## src/rtl/iters_write_queue.sv

```systemverilog
// iters_write_queue: FIFO between the memory stage and the frame buffer,
// with range/overflow drop detection and a drain-then-swap frame handshake.
//
// Ports:
//   clk_in, rst_in            clock, async active-high reset
//   iters_valid_in/iters_in/addr_in   write beat in (pixel 0 in MSBs)
//   swap_req_in               one-cycle frame-swap request
//   fb_valid_out/fb_iters_out/fb_addr_out/fb_ready_in  head entry out
//   swap_out                  one-cycle swap pulse once the queue drains
//   count_out                 occupancy
//   overflow_out, range_err_out  sticky drop flags
//   dropped_count_out         dropped-beat counter
// Optional feature: define ITERS_WRITE_QUEUE_STATS_EN to enable the
// saturating dropped-beat counter (otherwise it reads 0).
module iters_write_queue #(
    parameter int FMA_COUNT  = 2,
    parameter int ITERS_BITS = 4,
    parameter int WIDTH      = 320,
    parameter int HEIGHT     = 320,
    parameter int DEPTH      = 8,
    localparam int AW = $clog2(WIDTH * HEIGHT),
    localparam int IW = ITERS_BITS * FMA_COUNT,
    localparam int CW = $clog2(DEPTH) + 1
) (
    input  logic          clk_in,
    input  logic          rst_in,
    input  logic          iters_valid_in,
    input  logic [IW-1:0] iters_in,
    input  logic [AW-1:0] addr_in,
    input  logic          swap_req_in,
    output logic          fb_valid_out,
    output logic [IW-1:0] fb_iters_out,
    output logic [AW-1:0] fb_addr_out,
    input  logic          fb_ready_in,
    output logic          swap_out,
    output logic [CW-1:0] count_out,
    output logic          overflow_out,
    output logic          range_err_out,
    output logic [15:0]   dropped_count_out
);

    localparam int PW = $clog2(DEPTH);
    localparam logic [AW-1:0] MAX_ADDR = AW'(WIDTH * HEIGHT - FMA_COUNT);

    typedef enum logic [1:0] {
        IDLE,
        DRAIN,
        SWAP
    } state_t;

    logic [IW-1:0] iters_mem_q [DEPTH];
    logic [AW-1:0] addr_mem_q  [DEPTH];
    logic [PW-1:0] wr_ptr_q, rd_ptr_q;
    logic [CW-1:0] count_q, count_d;
    logic          overflow_q, range_err_q;
    state_t        state_q, state_d;

    logic full, in_range, pop, push;

    assign full     = (count_q == CW'(DEPTH));
    assign in_range = (addr_in <= MAX_ADDR);
    assign pop      = (count_q != '0) && fb_ready_in;
    // A pop in the same cycle frees the slot a full queue needs.
    assign push     = iters_valid_in && in_range && (!full || pop);

    always_ff @(posedge clk_in) begin
        if (push) begin
            iters_mem_q[wr_ptr_q] <= iters_in;
            addr_mem_q[wr_ptr_q]  <= addr_in;
        end
    end

    always_comb begin
        count_d = count_q;
        unique case ({push, pop})
            2'b10:   count_d = count_q + CW'(1);
            2'b01:   count_d = count_q - CW'(1);
            default: count_d = count_q;
        endcase
    end

    always_ff @(posedge clk_in or posedge rst_in) begin
        if (rst_in) begin
            wr_ptr_q    <= '0;
            rd_ptr_q    <= '0;
            count_q     <= '0;
            overflow_q  <= 1'b0;
            range_err_q <= 1'b0;
        end else begin
            if (push) wr_ptr_q <= wr_ptr_q + PW'(1);
            if (pop)  rd_ptr_q <= rd_ptr_q + PW'(1);
            count_q <= count_d;
            if (iters_valid_in && !in_range) range_err_q <= 1'b1;
            if (iters_valid_in && in_range && !push) overflow_q <= 1'b1;
        end
    end

    // FSM: state register
    always_ff @(posedge clk_in or posedge rst_in) begin
        if (rst_in) state_q <= IDLE;
        else        state_q <= state_d;
    end

    // FSM: next state. Requests outside IDLE merge into the pending swap.
    always_comb begin
        state_d = state_q;
        unique case (state_q)
            IDLE:    if (swap_req_in) state_d = DRAIN;
            DRAIN:   if (count_q == '0 && !push) state_d = SWAP;
            SWAP:    state_d = IDLE;
            default: state_d = IDLE;
        endcase
    end

    // FSM: outputs
    always_comb begin
        swap_out = (state_q == SWAP);
    end

    assign fb_valid_out  = (count_q != '0);
    assign fb_iters_out  = fb_valid_out ? iters_mem_q[rd_ptr_q] : '0;
    assign fb_addr_out   = fb_valid_out ? addr_mem_q[rd_ptr_q]  : '0;
    assign count_out     = count_q;
    assign overflow_out  = overflow_q;
    assign range_err_out = range_err_q;

`ifdef ITERS_WRITE_QUEUE_STATS_EN
    logic [15:0] dropped_q;

    always_ff @(posedge clk_in or posedge rst_in) begin
        if (rst_in) begin
            dropped_q <= '0;
        end else if (iters_valid_in && !push && dropped_q != 16'hFFFF) begin
            dropped_q <= dropped_q + 16'd1;
        end
    end

    assign dropped_count_out = dropped_q;
`else
    assign dropped_count_out = 16'd0;
`endif

endmodule

```

## config.mk

```make
export PLATFORM = sky130hd
export DESIGN_NAME = iters_write_queue
export DESIGN_NICKNAME = d
export VERILOG_FILES = /design/src/rtl/iters_write_queue.sv
export SDC_FILE = /design/constraint.sdc
export NUM_CORES = 1
export LEC_CHECK = 0
export BUFFER_PORTS_ARGS = -buffer_cell sky130_fd_sc_hd__buf_2
export CAP_MARGIN = 20
export CORE_UTILIZATION = 50
export CTS_CLUSTER_SIZE = 14
export DETAILED_ROUTE_END_ITERATION = 12
export PLACE_DENSITY = 0.72
export SYNTH_ARGS = -nofsm -noshare
export SYNTH_HDL_FRONTEND = slang
export SYNTH_SLANG_ARGS = --single-unit
```

## constraint.sdc

```tcl
create_clock -name clk_in -period 3.7 [get_ports clk_in]
set_clock_uncertainty 0.15 [all_clocks]
set_input_delay 0.185 -clock clk_in [delete_from_list [all_inputs] [get_ports clk_in]]
set_output_delay 0.185 -clock clk_in [all_outputs]
set_load 0.05 [all_outputs]
```

==> impl_results.md <==
* Status: complete, no violations
* Final Hold Violating Endpoints at 0
* Syn Std Cell Area at 0.008638 mm^2
* Worst-skew pair later-pin latency at 0.48 ns
* Total Routed Length at about 16000 um
* Final Instance Count excl. Fillers at 776
* Worst VDD drop at 0.8112 mV
* N_diodes at 0
* WP data required at approximately 3.9 ns
* CTS clk-pin slew, worst paths at roughly 0.06 ns
* Final setup violation count at 0
* Fin nets at about 580
* Arr. time, crit path at 3.44 ns
* Number of flops mapped to enable cells by yosys at 200
* GR Util All Layers at 0.1863
* Initial DRC count at 284
* Crit end category: flip-flop
* Syn avg cell area at 20.09 um^2
* Tcrit/Tclk final at 0.8718
* Layout cells sized above 1 at 0.3201
* Register area share after synthesis at 0.7358
* DIE AREA at 0.01781 mm^2
* Clock root buffer master: clkbuf_16
* Initial Util at 0.5172
* Ys Warns at 0
* Reg2reg start: count_out[1]$_DFFE_PP0P_
* Htree depth at 1
* Sink Count at 214
* Crit start category: input port
* Antenna Nets Post-Route at 0
* Vias at about 4.3k
* Site row count at 47
* Distinct cells, synth at between 40 and 50
* Max-Cap Viols at 0
* Power Density at roughly 840 mW/mm^2
* Reg2Reg Depth at 11
* Syn Inst Count at 430
* First-pass GRT wire length at approximately 25000 um
* Drt wl/cell at about 20 um
* Most area-consuming cells after synthesis: edfxtp_1 70%, mux4_2 13%, dfrtp_1 4.1%, mux2i_1 3.1%, buf_4 1.4%
* TritonCTS clock tree: yes
* Vias per cell at 5.521
* FF-to-FF End: count_out[3]$_DFFE_PP0P_
* Post-CTS sizing at 0
* Largest net degree at the start of global routing at 31
* Drt drc at 0
* Drt pass-1 iters at 4
* Hold/Removal Path Class: in2async
* Port bufs at 62
* Hold_ws at 0.1540 ns
* Die X at 133.4 um
* Worst Tran Pin Value at roughly 0.62 ns
* Crit Path Category: in2reg
* Static Leakage at roughly 3.6 nW
* Fin util at 0.6116
* Clk buf depth at 3
* Remaining Overflow, GRT at 0
* Core Box Area at 0.01670 mm^2
* R2r setup slk at 0.89 ns
* Post-synth ARST share at 0.06542
* Total CTS buffers at 21
* Peak Freq at between 300 and 400 MHz
* Power consumption at 0.008531 W
* Vias in the first global route at 4391
* Min Tclk post-route at between 3 and 4 ns
* Synth top area share at 0.6952
* I/O pins at 79
* Top FF cell, synth: edfxtp_1
* RSZ-0062 raised after global routing: false
* RePlAce Congestion at between 0.7 and 0.8
* Hpwl dp at 9182 um
* Initial antenna violation count at 0
* Crit Path Max Fanout at 9
* Slew HR at 0.5840
* Yosys top cell by area: edfxtp_1
* Placed cells at 710
* FF+latch count, synth at 214
* Number of fill cells at 1193
* Die span in y at 133.4 um
* Fin. max-slew vios at 0
* Synth-to-Final Area Change at 18.25%
[per-layer routing]
| metal | global-route usage | up-vias | wire length (um) |
|---|---|---|---|
| met4 | 0.05429 | 0 | 278 |
| met1 | 0.2516 | 2231 | 6895 |
| met2 | 0.3183 | 108 | 8239 |
| met3 | 0.02588 | 21 | 561 |
| li1 | - | 1924 | - |
| met5 | 0 | - | 0 |
[worst max-delay path, stage by stage]
cell           delay (ns)
dlygate4sd3_1        0.52
buf_2                0.19
nand4_1              0.22
o41ai_4              0.68
or2_1                0.22
nand3_1              0.13
inv_1                0.11
ha_1                 0.23
a21o_1               0.18
a21oi_1              0.34
o211ai_1             0.15
o21ai_0              0.14
o22ai_2              0.12
[where the power goes]
group / switching [W] / total, W / internal (W) / leakage [nW]
logic: 0.00209 / 0.00326 / 0.00117 / 1.30
clock network: 0.000832 / 0.00201 / 0.00118 / 0.315
registers: 0.000265 / 0.00326 / 0.00299 / 1.97
total: 0.00319 / 0.00853 / 0.00534 / 3.59
[cells by family after synthesis]
kind of cell | count (synthesis) | synth area share
AO/OA/AOI/OAI | 19 | 0.01999
XOR/XNOR | 7 | 0.007097
adder cells (fa/ha/maj) | 5 | 0.008112
buffers and inverters | 43 | 0.02738
flip-flops | 214 | 0.7358
multiplexers | 79 | 0.1643
other | 1 | 0.0004341
AND/OR/NAND/NOR | 62 | 0.03694
[how the worst max path moves through the flow]
stage	end	slack, ns	start	depth (start not counted)
global placement	count_out[3]$_DFFE_PP0P_	0.68	addr_in[11]	12
floorplan	addr_mem_q[4][0]$_DFFE_PP_	-0.36	count_out[1]$_DFFE_PP0P_	5
global route	count_out[3]$_DFFE_PP0P_	0.23	addr_in[4]	13
finish	count_out[3]$_DFFE_PP0P_	0.47	addr_in[3]	13
detailed placement	count_out[3]$_DFFE_PP0P_	0.54	addr_in[11]	12
CTS	count_out[3]$_DFFE_PP0P_	0.49	addr_in[4]	13
[layout make-up]
cell class	instances	area (um^2)	area share
Inverter	7	26.28	0.002572
Clock buffer	26	544.3	0.05328
Timing Repair Buffer	110	768.2	0.07521
Multi-Input combinational cell	188	2137	0.2092
Clock inverter	11	102.6	0.01004
Sequential cell	214	6361	0.6227
Tap cell	220	275.3	0.02695
[per-stage QoR]
| stage | cell area [um^2] | setup WS, ns | TNS [ns] |
|---|---|---|---|
| 6_report | 10210 | 0.4745 | 0 |
| 2_1_floorplan | 8695 | -0.3566 | -43.31 |
| 3_5_place_dp | 9278 | 0.5375 | 0 |
| 5_1_grt | 10210 | 0.2290 | 0 |
| 3_3_place_gp | 9278 | 0.6802 | 0 |
| 4_1_cts | 10210 | 0.4892 | 0 |
[registers in the layout, summed over array words and instances, names as in the netlist]
register       flops
addr_mem_q       136
count_out          4
iters_mem_q       64
overflow_out       1
range_err_out      1
rd_ptr_q           3
state_q            2
wr_ptr_q           3
[what timing repair did]
action                                 in CTS  in global routing
hold buffers                               29                  0
buffers inserted                            0                  0
endpoints found under the hold margin     218                  0
[cell usage in the layout, fill, tap and decap left out, types with 3 or more instances in the layout]
| cell | netlist | routed |
|---|---|---|
| conb_1 | 1 | 16 |
| clkinv_1 | 0 | 4 |
| buf_4 | 16 | 17 |
| clkbuf_1 | 10 | 5 |
| nand3_1 | 3 | 3 |
| mux4_2 | 50 | 50 |
| ha_1 | 4 | 4 |
| dfrtp_1 | 14 | 12 |
| edfxtp_1 | 200 | 200 |
| clkbuf_16 | 0 | 21 |
| nand4_1 | 3 | 3 |
| nor2_1 | 32 | 30 |
| nand2_1 | 7 | 7 |
| inv_1 | 6 | 6 |
| dlygate4sd3_1 | 0 | 29 |
| clkinv_2 | 0 | 4 |
| nor3b_2 | 0 | 4 |
| mux2i_1 | 27 | 27 |
| buf_2 | 6 | 62 |
| xnor2_1 | 5 | 5 |
[synthesized netlist by cell type, types with 2 or more instances]
cell type and count:
clkbuf_1 10, nand2_1 7, o31ai_1 2, nand3_1 3, xor2_1 2, mux4_2 50, nor2_1 32, nor3b_1 4
a21o_1 2, nor3_1 3, a21oi_1 2, nand4_1 3, buf_4 16, dfrtp_1 14, o21ai_0 2, nand2b_1 2
inv_1 6, mux2i_1 27, xnor2_1 5, buf_1 3, ha_1 4, mux2_1 2, buf_2 6, edfxtp_1 200
No activity file was read; power rests on OpenSTA's default activity.
